File: src/rtl/col_output_ctrl_pkg.sv
// Shared constants and row-buffer types for the systolic-array output collector.
package col_output_ctrl_pkg;

  localparam int NCOL  = 8;
  localparam int DW    = 8;
  localparam int OW    = 32;
  localparam int WPR   = NCOL * DW / OW;
  localparam int DEPTH = 8;
  localparam int BPW   = OW / DW;

  typedef logic [DW-1:0] col_byte_t;
  typedef logic [NCOL-1:0][DW-1:0] row_buf_t;

  // Word idx of a row holds columns idx*BPW upward, lowest column in the low byte.
  function automatic logic [OW-1:0] pack_word(input row_buf_t row, input int idx);
    logic [OW-1:0] w;
    w = '0;
    for (int b = 0; b < BPW; b++) begin
      w[b*DW +: DW] = row[idx*BPW + b];
    end
    return w;
  endfunction

endpackage

File: src/rtl/col_output_ctrl_out_word_fifo.sv
// Output word FIFO: two words written per push (word0 lands first), one word popped per read.
module out_word_fifo #(
  parameter int DEPTH = 8,
  parameter int OW    = 32
) (
  input  logic                       clk,
  input  logic                       rstn,
  input  logic                       push,
  input  logic [OW-1:0]              wdata0,
  input  logic [OW-1:0]              wdata1,
  input  logic                       pop,
  output logic [OW-1:0]              head,
  output logic [$clog2(DEPTH):0]     count
);

  localparam int AW = $clog2(DEPTH);
  localparam int CW = AW + 1;

  logic [OW-1:0] mem [DEPTH];
  logic [AW-1:0] wr_ptr;
  logic [AW-1:0] rd_ptr;
  logic          do_pop;

  assign do_pop = pop && (count != '0);
  assign head   = (count != '0) ? mem[rd_ptr] : '0;

  // Pointers wrap naturally at DEPTH because DEPTH is a power of two.
  always_ff @(posedge clk or negedge rstn) begin
    if (!rstn) begin
      for (int i = 0; i < DEPTH; i++) begin
        mem[i] <= '0;
      end
      wr_ptr <= '0;
      rd_ptr <= '0;
      count  <= '0;
    end else begin
      if (push) begin
        mem[wr_ptr]             <= wdata0;
        mem[wr_ptr + AW'(1)]    <= wdata1;
        wr_ptr                  <= wr_ptr + AW'(2);
      end
      if (do_pop) begin
        rd_ptr <= rd_ptr + AW'(1);
      end
      count <= count + (push ? CW'(2) : CW'(0)) - (do_pop ? CW'(1) : CW'(0));
    end
  end

endmodule

File: src/rtl/col_output_ctrl.sv
// Collects one skewed byte per array column into a row buffer and ships full rows
// as two packed words into the output FIFO.
module col_output_ctrl
  import col_output_ctrl_pkg::*;
(
  input  logic              clk,
  input  logic              rstn,
  input  logic [DW-1:0]     in_r [NCOL],
  input  logic [0:NCOL-1]   in_v,
  input  logic              rread,
  output logic [OW-1:0]     out_r,
  output logic              rvalid
);

  localparam int CW = $clog2(DEPTH) + 1;

  logic [NCOL-1:0] got;
  row_buf_t        rowbuf;
  logic            row_full;
  logic            push;
  logic            pop;
  logic [CW-1:0]   fifo_count;

  assign row_full = &got;
  // Free space is judged on the registered count; a pop in the same cycle does not help.
  assign push     = row_full && (fifo_count <= CW'(DEPTH - WPR));
  assign pop      = rread && rvalid;
  assign rvalid   = (fifo_count != '0);

  // On a push edge the old row leaves and any arriving byte starts the next row.
  always_ff @(posedge clk or negedge rstn) begin
    if (!rstn) begin
      got    <= '0;
      rowbuf <= '0;
    end else begin
      for (int k = 0; k < NCOL; k++) begin
        if (push) begin
          got[k] <= in_v[k];
        end else if (in_v[k]) begin
          got[k] <= 1'b1;
        end
        if (in_v[k] && (push || !got[k])) begin
          rowbuf[k] <= in_r[k];
        end
      end
    end
  end

  out_word_fifo #(
    .DEPTH (DEPTH),
    .OW    (OW)
  ) u_fifo (
    .clk    (clk),
    .rstn   (rstn),
    .push   (push),
    .wdata0 (pack_word(rowbuf, 0)),
    .wdata1 (pack_word(rowbuf, 1)),
    .pop    (pop),
    .head   (out_r),
    .count  (fifo_count)
  );

endmodule

File: config.mk
export PLATFORM = sky130hd
export DESIGN_NAME = col_output_ctrl
export DESIGN_NICKNAME = d
export VERILOG_FILES = /design/src/rtl/col_output_ctrl_pkg.sv /design/src/rtl/col_output_ctrl_out_word_fifo.sv /design/src/rtl/col_output_ctrl.sv
export SDC_FILE = /design/constraint.sdc
export NUM_CORES = 1
export LEC_CHECK = 0
export BUFFER_PORTS_ARGS = -buffer_cell sky130_fd_sc_hd__buf_2
export CAP_MARGIN = 10
export CORE_UTILIZATION = 34
export DETAILED_ROUTE_END_ITERATION = 8
export SLEW_MARGIN = 10
export SYNTH_ARGS = -nofsm -noshare
export SYNTH_HDL_FRONTEND = slang
export SYNTH_SLANG_ARGS = --single-unit
File: constraint.sdc
create_clock -name clk -period 6.95 [get_ports clk]
set_input_delay 0.3475 -clock clk [delete_from_list [all_inputs] [get_ports clk]]
set_output_delay 0.3475 -clock clk [all_outputs]
set_load 0.02 [all_outputs]
==> flow_summary.toml <==
[sta]
finalSetupTns_ns = 0
clock.fmax_mhz = 278
hold_viol = 0
worst_pin_slew_ns = 1.08
relSlewSlack_pct = 28.1
setup_viol = 0
rsz0062_at_grt = "no"
worst_slack_ns = 3.36
drv_slew = 0
finalCritPeriodShare_pct = 51.7
fin_worst_skew_ns = 0.0160
fin_crit_ns = 3.59

[drt]
vias = 7981
antenna_left = 0
wl_um = 33400
routedWlPerCell_um = 20.2
avgViaCountPerCell = 4.84
drt_iter0_markers = 387
route.detailed.drc = 0
first_pass_iters = 4

[placed_design]
portBuffers = 107
dp_hpwl_um = 19900
pre_cts_ws_ns = 3.79
gp_congestion = 0.717

[setup_path]
crit_path_top_delay_cell = "dfrtp_4"
path_cells = "buf_4, mux4_2, mux2i_1, nor2_1, buf_2"
reg2reg_depth = 11
cp.arrival_ns = 3.25
critPathKind = "flop to primary output"
critPathMaxFanout = 34
cp_slowest_stage_delay_ns = 0.89
start_kind = "flop"
cp-startpoint = "u_fifo.rd_ptr[0]$_DFFE_PN0N_"
end_kind = "primary output"
worst-endpoint-required_ns = 6.60
r2r_start = "u_fifo.count[2]$_DFF_PN0_"

[clock_network]
cts_num_sinks = 337
clockBufferDepth = 3
clkTransAtPathRegs_ns = 0.06
clk_latency_ns = 0.53
clock-root-buffer = "clkbuf_16"
cts_setup_buffers = 0
cts_tree = "yes"
cts_buffers = 37
htreeDepth = 2

[floorplanning]
dieArea_um2 = 47600
start_util_pct = 34.7
rows = 78
die_w_um = 218
core_region_area_um2 = 45800
die_h_um = 218
ioPinCount = 108

[cells_and_area]
areaGrowthSynthToFinish_pct = 14.1
nFillCells = 4164
drive_above_1_share_pct = 53.2
final_nets = 1108

[synthesis]
synth-async-reset-ratio_pct = 100
synth_edf_count = 0
syn_area_per_cell_um2 = 17.3
ys_top_cells_by_count = "dfrtp_1 (337), mux2_4 (240), mux2_2 (65), mux4_2 (64)"
synth_area_leaders = "dfrtp_1 (53%), mux2_4 (23%), mux4_2 (9.1%)"
ys_types = 30
ys_ff_latch = 337
synth_most_common_cell = "dfrtp_1"
yosysWarnings = 0
synth_nets = 1004
synth_largest_type_area_fraction_pct = 53.1
syn_inst = 918
synth.largest_area_cell = "dfrtp_1"
yosysSeqAreaShare_pct = 53.1
synth_area_um2 = 15900
synth_flop_cell = "dfrtp_1"

[grt]
gr-usage-met2_pct = 22.3
grt_max_degree = 149
grt_use_total_pct = 14.5
grt_pass1_wl_um = 53200
grtUsageMet1_pct = 21.0
met3_usage_pct = 2.83
gr-max-usage-layer = "met2"
grt_pass1_vias = 8734
antenna_found_initial = 0
overflow = 0

[hold_path]
hold_start = "in_r[3]"
worst_hold_path.num_cells = 2
hp-class = "input port to flop"

[power_and_ir_drop]
power_mw = 9.77
powerDensity_nw_per_um2 = 539
peakVddDrop_v = 0.000256
leakagePower_nw = 8.89

[status]
status = "complete, no violations"

[flow_run]
maxCapViolCount = 0
-- state kept, by name, indices dropped and copies added, names as in the netlist --
name	flops
rowbuf	64
u_fifo.count	4
u_fifo.rd_ptr	3
got	8
u_fifo.wr_ptr	2
u_fifo.mem	256
-- layer usage --
| metal | vias up | part of all wire (%) |
|---|---|---|
| met1 | 4255 | 49 |
| met2 | 123 | 45 |
| met4 | 0 | 1.6 |
| li1 | 3561 | - |
| met3 | 42 | 4.5 |
| met5 | - | 0 |
-- what timing repair did --
item                                   4_1_cts  5_1_grt
endpoints found under the hold margin       70        0
gates resized for setup                      0        0
hold buffers                                 1        0
-- metrics by stage --
stage          std cells  hold slack [ns]  utilization (%)  area (µm²)
2_1_floorplan        918           0.0519                -       15900
3_3_place_gp        1582            0.472             36.9       16900
3_5_place_dp        1582            0.479             36.9       16900
4_1_cts             1649           0.0259             39.6       18100
5_1_grt             1649           0.0367             39.6       18100
6_report            1650           0.0501             39.6       18100
-- layout by cell type, fill, tap and decap left out, drive strengths merged, types with 3 or more instances in the layout --
cell / instances
clkbuf: 55
buf: 113
clkinv: 5
a32oi: 8
mux2: 321
ha: 10
clkinvlp: 3
nor2: 33
dfrtp: 337
inv: 22
nor3: 8
mux4: 64
o21bai: 8
nand2: 14
mux2i: 32
-- worst paths after layout --
kind	endpoint	slack, ns
hold / removal	rowbuf[59]$_DFFE_PN0P_	0.05
setup reg to reg	u_fifo.count[3]$_DFF_PN0_	4.27
setup / recovery	out_r[16]	3.36
max in group asynchronous	u_fifo.mem[75]$_DFFE_PN0P_	4.93
hold reg to reg	u_fifo.mem[95]$_DFFE_PN0P_	0.49
min in group asynchronous	rowbuf[8]$_DFFE_PN0P_	0.50
-- final cells by class --
| class | count | area (µm²) | share of cell area, % |
|---|---|---|---|
| repair buffers | 114 | 613 | 3.38 |
| flip-flops and latches | 337 | 8440 | 46.6 |
| clock buffers | 55 | 1130 | 6.21 |
| inverters | 21 | 78.8 | 0.435 |
| well taps | 600 | 751 | 4.14 |
| multi-input cells | 511 | 7000 | 38.6 |
| diodes | 1 | 2.50 | 0.0138 |
| clock inverters | 11 | 116 | 0.642 |
-- power breakdown --
part,leakage [nW],switching (mW),internal [mW]
logic,4.19,1.57,2.40
clock network,0.606,0.794,1.20
registers,4.09,0.883,2.93
total,8.89,3.24,6.53
-- critical path, delay by kind of cell (launching register included) --
family / cells / cell delay, ns
buffers and inverters: 2 / 0.88
DFF: 1 / 0.89
muxes: 2 / 0.85
and+or+nand+nor: 1 / 0.08
-- cell families after synthesis --
logic type      count (synthesis)  synth area share [%]
flops                         337                  53.1
fa+ha+maj                      11                 0.913
compound gates                 18                  1.28
mux                           417                  39.5
simple gates                   61                  2.10
buf+inv                        70                  2.93
xor+xnor                        4                 0.220
Power figures use the tool's default switching activity.
